===== config.mk =====
export PLATFORM = sky130hd
export DESIGN_NAME = pc_gen
export DESIGN_NICKNAME = d
export VERILOG_FILES = /design/src/rtl/pc_gen.sv
export SDC_FILE = /design/constraint.sdc
export NUM_CORES = 1
export LEC_CHECK = 0
export ABC_AREA = 1
export CAP_MARGIN = 20
export CORE_MARGIN = 5
export CORE_UTILIZATION = 55
export CTS_BUF_LIST = sky130_fd_sc_hd__clkbuf_16
export DETAILED_ROUTE_END_ITERATION = 6
export PLACE_DENSITY_LB_ADDON = 0.15
export SYNTH_ARGS = -nofsm -noshare
export SYNTH_HDL_FRONTEND = slang
export SYNTH_SLANG_ARGS = --single-unit

===== constraint.sdc =====
create_clock -name clk -period 4.8 [get_ports clk]
set_input_delay 0.96 -clock clk [delete_from_list [all_inputs] [get_ports clk]]
set_output_delay 0.96 -clock clk [all_outputs]
set_load 0.02 [all_outputs]

===== src/rtl/pc_gen.sv =====
// Front-of-pipeline PC generator: architectural fetch PC, gshare direction
// predictor (PHT + committed GHR) and a direct-mapped BTB for taken targets.
module pc_gen #(
  parameter int                    ADDR_WIDTH      = 32,
  parameter int                    GHR_WIDTH       = 5,
  parameter int                    BTB_INDEX_WIDTH = 4,
  parameter logic [ADDR_WIDTH-1:0] RESET_PC        = 32'hBFC00000
) (
  input  logic                  clk,
  input  logic                  rst,
  input  logic                  flush,
  input  logic [ADDR_WIDTH-1:0] flush_pc,
  input  logic                  stall,
  input  logic                  update_valid,
  input  logic                  update_is_branch,
  input  logic                  update_taken,
  input  logic [ADDR_WIDTH-1:0] update_pc,
  input  logic [GHR_WIDTH-1:0]  update_pht_index,
  input  logic [ADDR_WIDTH-1:0] update_target,
  output logic                  is_branch_taken_out,
  output logic [GHR_WIDTH-1:0]  pht_index_out,
  output logic [ADDR_WIDTH-1:0] pc_out
);

  localparam int PHT_DEPTH = 1 << GHR_WIDTH;
  localparam int BTB_DEPTH = 1 << BTB_INDEX_WIDTH;
  localparam int TAG_WIDTH = ADDR_WIDTH - BTB_INDEX_WIDTH - 2;

  // Interface contract: update_valid is a single-cycle strobe with no ready
  // (training is always accepted); stall only freezes the PC, never training.

  logic [ADDR_WIDTH-1:0]      pc_q;
  logic [ADDR_WIDTH-1:0]      pc_d;
  logic [GHR_WIDTH-1:0]       ghr_q;
  logic [1:0]                 pht_q [PHT_DEPTH];
  logic [BTB_DEPTH-1:0]       btb_valid_q;
  logic [TAG_WIDTH-1:0]       btb_tag_q [BTB_DEPTH];
  logic [ADDR_WIDTH-1:0]      btb_target_q [BTB_DEPTH];

  logic [BTB_INDEX_WIDTH-1:0] btb_index;
  logic [TAG_WIDTH-1:0]       pc_tag;
  logic                       btb_hit;
  logic [BTB_INDEX_WIDTH-1:0] upd_btb_index;
  logic [TAG_WIDTH-1:0]       upd_tag;
  logic                       train;
  logic [1:0]                 upd_ctr;

  assign btb_index     = pc_q[BTB_INDEX_WIDTH+1:2];
  assign pc_tag        = pc_q[ADDR_WIDTH-1:BTB_INDEX_WIDTH+2];
  assign upd_btb_index = update_pc[BTB_INDEX_WIDTH+1:2];
  assign upd_tag       = update_pc[ADDR_WIDTH-1:BTB_INDEX_WIDTH+2];
  assign train         = update_valid && update_is_branch;

  // Prediction reads pre-update state only; same-cycle writes land next cycle.
  assign pht_index_out       = pc_q[GHR_WIDTH+1:2] ^ ghr_q;
  assign btb_hit             = btb_valid_q[btb_index] && (btb_tag_q[btb_index] == pc_tag);
  assign is_branch_taken_out = btb_hit && pht_q[pht_index_out][1];
  assign pc_out              = pc_q;

  always_comb begin
    pc_d = pc_q;
    if (flush) begin
      pc_d = flush_pc;
    end else if (!stall) begin
      pc_d = is_branch_taken_out ? btb_target_q[btb_index] : pc_q + ADDR_WIDTH'(4);
    end
  end

  always_comb begin
    upd_ctr = pht_q[update_pht_index];
    if (update_taken) begin
      if (upd_ctr != 2'b11) upd_ctr = upd_ctr + 2'b01;
    end else begin
      if (upd_ctr != 2'b00) upd_ctr = upd_ctr - 2'b01;
    end
  end

  always_ff @(posedge clk) begin
    if (rst) begin
      pc_q        <= RESET_PC;
      ghr_q       <= '0;
      btb_valid_q <= '0;
      for (int i = 0; i < PHT_DEPTH; i++) pht_q[i] <= 2'b01;
    end else begin
      pc_q <= pc_d;
      if (train) begin
        ghr_q                    <= {ghr_q[GHR_WIDTH-2:0], update_taken};
        pht_q[update_pht_index]  <= upd_ctr;
        if (update_taken) btb_valid_q[upd_btb_index] <= 1'b1;
      end
    end
  end

  // Tag/target payload needs no reset: it is qualified by btb_valid_q.
  always_ff @(posedge clk) begin
    if (!rst && train && update_taken) begin
      btb_tag_q[upd_btb_index]    <= upd_tag;
      btb_target_q[upd_btb_index] <= update_target;
    end
  end

endmodule

# Yosys cells after proc, flatten, opt, wreduce, memory -nomap -nowiden
# Memory sizes are Yosys's and may differ from the RTL's. A register that Yosys moved wholly into a read port is not among the register bits.
# Cells that the tools add are included.
# op_classes
addsub	3
multipliers	0
div	0
magnitude_cmp	3
eq_ne	3
shift	0
n_mux	24
bitwise_logic	2
n_reduce_logical	10
# ops
op	n
$mux W32	3
$add A32 B3 Y32 const B	1
$eq A26 B26 Y1	1
$mux W4	4
$or A16 B16 Y16	1
$lt A4 B5 Y1 const B	2
$mux W1	10
$mux W2	4
$logic_and A1 B1 Y1	6
$mux W5	1
$xor A5 B5 Y5	1
$bmux W1 S4	1
$demux W1 S4	1
$ge A4 B1 Y1 const B	1
$ne A2 B2 Y1 const B	2
$add A2 B1 Y2 const B	1
$reduce_and A2 Y1	1
$reduce_bool A2 Y1	1
$reduce_or A2 Y1	1
$sub A2 B1 Y2 const B	1
$logic_not A1 Y1	1
# totals
reg_bits	53
latch_bits	0
ram_bits	992
rom_bits	0
inputBits	108
output_inout_bits	38
wordCells	51
mem_count	3
# mem_list
memory	words	word_bits	rd	rd_clocked_by_memory_dff	wr	line_no	rtl
btb_target_q	16	32	1	1	1	38	logic [ADDR_WIDTH-1:0] btb_target_q [BTB_DEPTH];
btb_tag_q	16	26	1	1	1	37	logic [TAG_WIDTH-1:0] btb_tag_q [BTB_DEPTH];
pht_q	32	2	2	0	32	35	logic [1:0] pht_q [PHT_DEPTH];

# Longest topological paths before layout
# depth
word_depth	9
mapped_depth	23
mapped_depth_nobuf	20

# Least setup slack after synthesis
# Ideal clock, no wire load.
# synth_path
path_kind	input -> register
from	in rst
to	mem btb_tag_q[6][0] (netlist name) (enable)
setup_time_ns	0.474
arrival_time_ns	4.168
required_time_ns	4.326
setup_slack_ns	0.158
cell_stages	5
path_buffers	2
cell_sequence	clkbuf_1 inv_1 clkbuf_1 nand3_1 nor2_1
# synth_between
elab_chain_cells	5
# synth_lines
element	line_no	rtl
from (decl)	10	input logic rst,
$logic_not A1 Y1	96	if (!rst && train && update_taken) begin
$logic_and A1 B1 Y1 (2 in a row)	96	
$mux W1	96	
$mux W1 (not written as such)	97	btb_tag_q[upd_btb_index] <= upd_tag;
to (decl)	37	
# Every way passes these cells.

==> metrics.cfg <==
[power]
finalPower_w=0.0196
power_density_nw_per_um2=387
leakagePower_nw=18.3
irDropWorstVdd_mv=0.310

[sta]
min_period_ns=4.58
relSlewSlack=0.418
fin_crit_sh=0.955
rsz0062_at_grt=no
slew_violations=0
finalHoldViolations=0
fmax_mhz=218
final.setup.tns_ns=0
finalSetupViolCount=0
skew_ns=0.0343
setup_slack_ns=0.217
tightestPinTransition_ns=0.873

[placement]
portBuffers=143
pre_cts_slack_ns=0.530
placed_cells=5052
place_area_sq_um=47200
gp_congestion=0.921
hpwl_um=65900

[detailed_routing]
ant_nets=0
wl_per_cell_um=23.2
route.detailed.drc=0
first_pass_iters=6
routed_wl_um=122000
drt-initial-drc-count=3388
via_per_inst=5.85
vias=30800

[clock_tree]
clock_sinks=1049
hold_buffers=0
cts_tree=done
root_buffer=clkbuf_16
insertion_delay_ns=0.68
cts_buffer_depth=3
cts_inserted_buffers=108
cts_htree_levels=3
path_clk_slew_ns=0.06

[yosys]
ys.flop_type=edfxtp_1
synth_area_sq_um=44600
synth-edff-count=992
synth_top_area_share=0.668
synth_nets=4107
synth_area_leaders=edfxtp_1 67%, nand2_1 7.3%, nand3_1 4.5%
async_reset_ff_frac=0
ys_seq_area_frac=0.694
ys_ff_latch=1049
synth_area_leader_cell=edfxtp_1
synthCells=3998
synth.distinct_cells=46
yosysWarnings=0
syn_avg_cell_area_sq_um=11.2

[finish]
final_cell_area_sq_um=50700
multi_input_area_sq_um=11200
nets=4219
fillers=6204
syn_to_final_growth_pct=13.7
ff_latch_area_sq_um=30900
fin_cells=5266
drive_gt1_frac=0.0689

[die]
core_area_sq_um=80400
die-width_um=295
ios=146
fp.dieH_um=295
num_rows=104
dieArea_sq_um=86800
initial_core_util=0.554

[flow_run]
cap_violations=0

[global_route]
grt-ovfl-total=0
grt_max_degree=84
antenna_found_initial=10
gr-usage-all-layers=0.279
grt_pass1_wl_um=182000
grt_pass1_vias=29200

[critical_path]
crit_required_ns=3.84
end_kind=output pin
crit_fanout=83
critical_path_class=flop to output pin
cp_data_arrival_time_ns=3.62
crit_path_start_kind=flop

[outcome]
status=finished, final reports clean

[hold_path]
holdCritPathClass=flop to flop

## per-stage QoR
stage	util	hold slack, ns
finish	0.630	0.457
global route	0.630	0.480
CTS	0.630	0.460
detailed placement	0.586	0.445
global placement	0.586	0.440
floorplan	-	0.429
## worst paths after layout
check | cells past startpoint | slack, ns | to | from
setup reg to reg | 13 | 1.16 | pc_out[21]$_SDFFE_PP0N_ | flop
hold / removal | 2 | 0.46 | btb_valid_q[9]$_SDFFE_PP0P_ | btb_valid_q[9]$_SDFFE_PP0P_
setup / recovery | 17 | 0.22 | is_branch_taken_out | flop
hold reg to reg | 2 | 0.46 | btb_valid_q[9]$_SDFFE_PP0P_ | btb_valid_q[9]$_SDFFE_PP0P_
## area by class of cell
type | instances | area share
diodes | 9 | 0.000444
clock buffers | 108 | 0.0533
clock inverters | 89 | 0.0119
inverters | 336 | 0.0258
multi-input cells | 2377 | 0.221
flip-flops and latches | 1049 | 0.611
well taps | 1060 | 0.0262
repair buffers | 237 | 0.0500
repair inverters | 1 | 0.000321
## cell families after synthesis
kind of cell / synth area share
compound gates: 0.0821
fa+ha+maj: 0.000281
xor+xnor: 0.00553
buf+inv: 0.0573
flops: 0.694
simple gates: 0.161
## cell usage after synthesis, types with 2 or more instances
cell and count:
inv_1 324, xnor2_1 4, dfxtp_1 57, o21ai_1 5, or2_2 5, buf_6 32, a221o_1 2, buf_1 9
a32o_1 2, o221a_2 3, buf_2 64, nor2_1 427, o31ai_1 2, xor2_1 21, nor3_2 2, nand2_1 863
nor4_1 7, o21ai_0 333, o221ai_1 76, nand4_1 6, nand2_2 4, a22oi_1 16, a31oi_1 22, o22ai_1 47
a221oi_1 11, buf_4 17, nand3_1 402, clkbuf_1 113, edfxtp_1 992, nor3_1 15, o211ai_1 45, a21oi_1 44
inv_2 4, nor2_2 5, clkinv_1 6
## timing repair
item                       4_1_cts  5_1_grt
gates resized for setup          4        3
setup buffers                    4        1
gates cloned                     3        0
setup endpoints to repair        1        1
## power breakdown
group,switching (W),internal (W),total (W)
sequential,0.0000659,0.0101,0.0101
clock,0.00344,0.00435,0.00779
combinational,0.00115,0.000517,0.00167
## worst max-delay path, stage by stage (launching register included)
cell and delay [ns]:
dfxtp_4 0.35, buf_12 0.17, buf_16 0.31, nor2_1 0.10, nor2_1 0.09, o21ai_0 0.08
nand3_1 0.07, nand3_1 0.19, nand2_1 0.13, nand2_1 0.05, nand2_1 0.07, nand2_1 0.06
nor2_1 0.15, nand2_2 0.11, nor2_8 0.11, nand2_4 0.05, clkinv_1 0.14, clkdlybuf4s50_1 0.65
## flip-flops by register name (all words and copies together) (netlist names), named ones only
| signal | cells |
|---|---|
| pc_out | 32 |
| pht_q | 64 |
| btb_valid_q | 16 |
| btb_tag_q | 416 |
| ghr_q | 5 |
| btb_target_q | 512 |
## placed cells by master (no fill, tap or decap), types with 47 or more instances in the layout
cell	netlist	routed
edfxtp_1	992	992
nand2_1	863	863
nor2_1	427	410
nand3_1	402	402
inv_1	324	352
o21ai_0	333	333
clkdlybuf4s50_1	0	142
clkbuf_16	0	108
o221ai_1	76	76
buf_4	17	65
dfxtp_1	57	53
o22ai_1	47	47
## metal layers
metal,global-route usage,share of wire,vias to the layer above,wire [um]
met3,0.0530,0.090,267,11000
met5,0,0.00022,-,27
met2,0.455,0.48,1379,58500
met4,0.101,0.035,4,4280
met1,0.378,0.40,15000,48500
li1,-,-,14200,-
Power figures use the tool's default switching activity.
